**src/rtl/note_tracker.sv**
```systemverilog
// -----------------------------------------------------------------------------
// note_tracker
//   Runs the song timeline while the game is in RUN: counts clock ticks per
//   beat, steps the note index that addresses the external song ROM, judges
//   lane presses collected during each beat against that note's lane mask,
//   and keeps score and combo. song_done tells the game FSM the song is over.
//
// Parameters
//   BEAT_TICKS   clock cycles per beat at difficulty 0 (>= 8)
//   NUM_NOTES    notes per song (1..63)
//
// Ports
//   clk           system clock
//   n_rst         asynchronous active-low reset
//   mode          game mode (IDLE=1 EDIT=2 DIFF=3 RUN=4 PAUSE=5 FINISH=6,
//                 any other code behaves as IDLE)
//   diff_level    difficulty select, captured only while mode==DIFF
//   hit_pulse     one-cycle lane press pulses (already synchronised)
//   note_pattern  expected lane mask of note note_count (0 = rest)
//   note_count    current note index / ROM address
//   beat          one-cycle pulse on the judging cycle
//   hit_flag      one-cycle pulse, cycle after beat: note hit
//   miss_flag     one-cycle pulse, cycle after beat: note missed
//   score         number of hits, saturating at 1023
//   combo         consecutive hits, saturating at 63
//   song_done     level, high once every note has been judged
// -----------------------------------------------------------------------------
module note_tracker #(
  parameter logic [23:0] BEAT_TICKS = 24'd6000000,
  parameter logic [5:0]  NUM_NOTES  = 6'd42
) (
  input  logic        clk,
  input  logic        n_rst,
  input  logic [2:0]  mode,
  input  logic [1:0]  diff_level,
  input  logic [3:0]  hit_pulse,
  input  logic [3:0]  note_pattern,
  output logic [5:0]  note_count,
  output logic        beat,
  output logic        hit_flag,
  output logic        miss_flag,
  output logic [9:0]  score,
  output logic [5:0]  combo,
  output logic        song_done
);

  typedef enum logic [2:0] {
    MODE_IDLE   = 3'd1,
    MODE_EDIT   = 3'd2,
    MODE_DIFF   = 3'd3,
    MODE_RUN    = 3'd4,
    MODE_PAUSE  = 3'd5,
    MODE_FINISH = 3'd6
  } mode_e;

  mode_e       mode_s;
  logic [1:0]  diff_lvl_q;
  logic [23:0] tick_cnt;
  logic [3:0]  capture;
  logic [23:0] beat_len;
  logic        beat_end;
  logic        run_active;
  logic [3:0]  judge;

  assign mode_s     = mode_e'(mode);
  assign beat_len   = BEAT_TICKS >> diff_lvl_q;
  // ">=" rather than "==" so that a tick count left over from a longer beat
  // (difficulty raised mid-song) still terminates the beat immediately.
  assign beat_end   = (tick_cnt >= (beat_len - 24'd1));
  assign run_active = (mode_s == MODE_RUN) && !song_done;
  assign beat       = run_active && beat_end;
  // A press landing on the judging cycle itself still counts for this note.
  assign judge      = capture | hit_pulse;

  always_ff @(posedge clk or negedge n_rst) begin
    if (!n_rst) begin
      diff_lvl_q <= 2'd0;
      tick_cnt   <= 24'd0;
      capture    <= 4'd0;
      note_count <= 6'd0;
      score      <= 10'd0;
      combo      <= 6'd0;
      song_done  <= 1'b0;
      hit_flag   <= 1'b0;
      miss_flag  <= 1'b0;
    end else begin
      hit_flag  <= 1'b0;
      miss_flag <= 1'b0;

      if (mode_s == MODE_DIFF) begin
        diff_lvl_q <= diff_level;
      end

      case (mode_s)
        MODE_RUN: begin
          if (!song_done) begin
            if (beat_end) begin
              tick_cnt <= 24'd0;
              capture  <= 4'd0;

              if (note_pattern != 4'd0) begin
                if (judge == note_pattern) begin
                  hit_flag <= 1'b1;
                  if (score != 10'h3ff) score <= score + 10'd1;
                  if (combo != 6'h3f)   combo <= combo + 6'd1;
                end else begin
                  miss_flag <= 1'b1;
                  combo     <= 6'd0;
                end
              end

              if (note_count == NUM_NOTES - 6'd1) begin
                song_done <= 1'b1;
              end else begin
                note_count <= note_count + 6'd1;
              end
            end else begin
              tick_cnt <= tick_cnt + 24'd1;
              capture  <= capture | hit_pulse;
            end
          end
        end

        MODE_EDIT, MODE_DIFF, MODE_PAUSE, MODE_FINISH: begin
          // Game state holds; PAUSE drops any presses.
        end

        default: begin
          // IDLE and unused codes start a fresh song; difficulty is kept.
          tick_cnt   <= 24'd0;
          capture    <= 4'd0;
          note_count <= 6'd0;
          score      <= 10'd0;
          combo      <= 6'd0;
          song_done  <= 1'b0;
        end
      endcase
    end
  end

endmodule

```
**config.mk**
```make
export PLATFORM = sky130hd
export DESIGN_NAME = note_tracker
export DESIGN_NICKNAME = d
export VERILOG_FILES = /design/src/rtl/note_tracker.sv
export SDC_FILE = /design/constraint.sdc
export NUM_CORES = 1
export LEC_CHECK = 0
export CAP_MARGIN = 20
export CELL_PAD_IN_SITES_DETAIL_PLACEMENT = 0
export CELL_PAD_IN_SITES_GLOBAL_PLACEMENT = 1
export CORE_AREA = 2 2 133 83
export CTS_CLUSTER_DIAMETER = 60
export DETAILED_ROUTE_END_ITERATION = 8
export DIE_AREA = 0 0 135 85
export HOLD_SLACK_MARGIN = 0.05
export PLACE_DENSITY_LB_ADDON = 0.25
export SETUP_SLACK_MARGIN = 0.05
export SYNTH_ARGS = -nofsm -noshare
export SYNTH_HDL_FRONTEND = slang
export SYNTH_SLANG_ARGS = --single-unit
```
**constraint.sdc**
```tcl
create_clock -name clk -period 3.8 [get_ports clk]
set_input_delay 1.14 -clock clk [delete_from_list [all_inputs] [get_ports clk]]
set_output_delay 1.14 -clock clk [all_outputs]
set_load 0.1 [all_outputs]
```
==> impl_metrics.ini <==
[run_status]
outcome = finished with violations
violations = setup timing

[sta]
maxSlewViolCount = 0
setup_slack_ns = -0.198
fin_crit_sh = 1.05
fmax_mhz = 250
fin_hold_ws_ns = 0.499
worstMarginPinSlew_ns = 0.605
finalSetupViolCount = 1
layout_min_cycle_time_ns = 4.00
rsz0062_at_grt = yes
hold_viol = 0
clock_skew_ns = 0.00722
slew-limit-headroom = 0.596

[layout]
num_antenna_cells = 0
utilization = 0.427
nFillCells = 1026
design.final.nets = 502
areaGrowthSynthToFinish_pct = 25.7
drive_gt1_frac = 0.192
stdcell_count = 593

[global_routing]
grt_max_degree = 27
antenna_found_initial = 0
grt_usage = 0.172
grt_pass1_wl_um = 15500
grt_pass1_vias = 2886
overflow = 0

[detailed_routing]
avgRoutedWirePerCell_um = 15.8
finalWirelength_um = 9360
firstDrtPassIters = 5
vias = 3091
drc = 0
detail-route-antenna-nets = 0
drt_iter0_drc = 230
via_per_inst = 5.21

[worst_setup_path]
crit_required_ns = 2.66
crit_chain = inv_2, ha_4, or3_1, xnor2_1, ha_1, nand4_4, inv_1, a221oi_2, nand3_2, nand2b_4, nand2_4, nor2_4, buf_12
critPathMaxStageDelay_ns = 0.46
cp_data_arrival_time_ns = 2.86
critPathKind = reg2out
path_max_fanout = 5
end_kind = output pin
reg2reg_depth = 14
cp_slowest_cell = dfrtp_2
cp-start-kind = register
reg2reg_slack_ns = 0.31

[placement]
io_buffers = 40
dp_slack_ns = 0.0358
post-dp-hpwl_um = 7130
dpl.cell_count = 581
gp_congestion = 0.804

[cts]
cts_root_buf = clkbuf_16
ctsHtreeMaxLevel = 2
cts_tree = done
cts_buffers = 5
clkLatencyLatePin_ns = 0.30
cts.sinks = 55
clk_pin_slew_ns = 0.08
cts_buffer_depth = 2

[pwr]
total_power_mw = 1.37
p_per_area_nw_per_um2 = 312
leakage_nw = 2.00
ir_worst_vdd_v = 0.000164

[yosys]
mappedNetlistNets = 441
synth-edff-count = 0
synth-seq-cells = 55
synthCells = 392
syn_area_um2 = 3500
ys_warn_count = 0
ys_seq_area_frac = 0.393
synthArstFlopShare = 1.00
syn_area_per_cell_um2 = 8.94
ys.flop_type = dfrtp_1
ys_types = 54

[min_path]
min_path_cells = 2
hold_class = reg2reg

[floorplan]
fp.dieArea_um2 = 11500
core_um2 = 10300
fp.dieH_um = 85
die_x_um = 135
initial_core_util = 0.340
io_pins = 41
rows = 29

[flow_run]
maxCapViolations = 0
==> timing repair <==
| item | CTS | global route |
|---|---|---|
| endpoints found under the setup margin | 1 | 1 |
| pin swaps | 8 | 7 |
| buffers inserted | 3 | 1 |
| resized for setup | 4 | 3 |
| hold buffers | 0 | 0 |
==> cell families after synthesis <==
family | Yosys count | synth area share
flip-flops | 55 | 0.393
AO/OA/AOI/OAI | 88 | 0.159
AND/OR/NAND/NOR | 164 | 0.234
adder cells (fa/ha/maj) | 34 | 0.121
multiplexers | 3 | 0.00929
buffers and inverters | 27 | 0.0311
XOR/XNOR | 21 | 0.0525
==> final timing paths <==
kind,startpoint,endpoint
worst max-delay path,diff_lvl_q[1]$_DFFE_PN0N_,beat
worst min-delay path,capture[2]$_DFFE_PN0P_,capture[2]$_DFFE_PN0P_
worst max register to register,diff_lvl_q[1]$_DFFE_PN0N_,score[9]$_DFFE_PN0P_
worst min register to register,capture[2]$_DFFE_PN0P_,capture[2]$_DFFE_PN0P_
max in group asynchronous,n_rst,tick_cnt[15]$_DFFE_PN0P_
min in group asynchronous,n_rst,capture[0]$_DFFE_PN0P_
==> metal layers <==
metal | global-route usage | vias to the layer above | part of all wire
li1 | - | 1529 | -
met1 | 0.285 | 1479 | 0.57
met2 | 0.227 | 77 | 0.37
met3 | 0.0346 | 6 | 0.049
met4 | 0.0313 | 0 | 0.0067
met5 | 0 | - | 0
==> synthesized netlist by cell type, drive strengths merged, types with 6 or more instances <==
cell type   n  area [um2]
or3         9        56.3
xor2       13         114
nand3      26         135
dfrtp      55        1380
nand2      35         131
and3       10        62.6
a21oi      26         130
ha         34         425
inv        16        60.1
nand4       9        62.6
clkbuf      6        25.0
xnor2       8        70.1
o21ai      23         119
nor2       47         179
o31ai      10        75.1
o211ai      8        65.1
==> critical path, delay by kind of cell (launching register included) <==
kind | cells | cell delay (ns)
flip-flops | 1 | 0.46
buffers and inverters | 3 | 0.35
AO/OA/AOI/OAI | 1 | 0.25
XOR/XNOR | 1 | 0.14
AND/OR/NAND/NOR | 6 | 0.84
adder cells (fa/ha/maj) | 2 | 0.52
==> layout by cell type (no fill, tap or decap), types with 3 or more instances in the layout <==
master / instances
xnor2_1: 8
ha_1: 30
nand3_1: 25
buf_4: 49
inv_1: 13
o31ai_1: 10
nor3b_1: 3
o21ai_0: 20
or2_2: 4
clkbuf_16: 5
xor2_1: 13
o21a_1: 3
o22ai_1: 3
and2_1: 5
nor2_1: 45
nand4_1: 8
nand2_1: 34
dfrtp_1: 54
a21oi_1: 26
o211ai_1: 7
and3_1: 10
inv_2: 3
clkdlybuf4s50_1: 13
ha_4: 3
or3_1: 9
==> area by class of cell <==
class | instances | area (um2) | area share
inverters | 17 | 63.8 | 0.0145
multi-input cells | 310 | 2110 | 0.479
repair buffers | 64 | 523 | 0.119
clock buffers | 6 | 139 | 0.0315
clock inverters | 2 | 16.3 | 0.00369
flip-flops and latches | 55 | 1380 | 0.313
well taps | 139 | 174 | 0.0395
==> stage by stage <==
step / TNS [ns] / cell area, um2
detailed placement: 0 / 4170
CTS: -0.257 / 4380
global route: -0.317 / 4400
floorplan: -0.155 / 3550
global placement: 0 / 4170
finish: -0.198 / 4400
==> flip-flops by register name (all words and copies together), names as in the netlist <==
signal / count
tick_cnt: 24
score: 10
combo: 6
note_count: 6
capture: 4
diff_lvl_q: 2
hit_flag: 1
miss_flag: 1
song_done: 1
==> report_power, final <==
group,internal [mW],total (mW),switching (mW)
Combinational,0.118,0.278,0.160
Clock,0.264,0.491,0.226
Sequential,0.595,0.604,0.00886
Total,0.978,1.37,0.395
(Power assumes the default switching activity.)
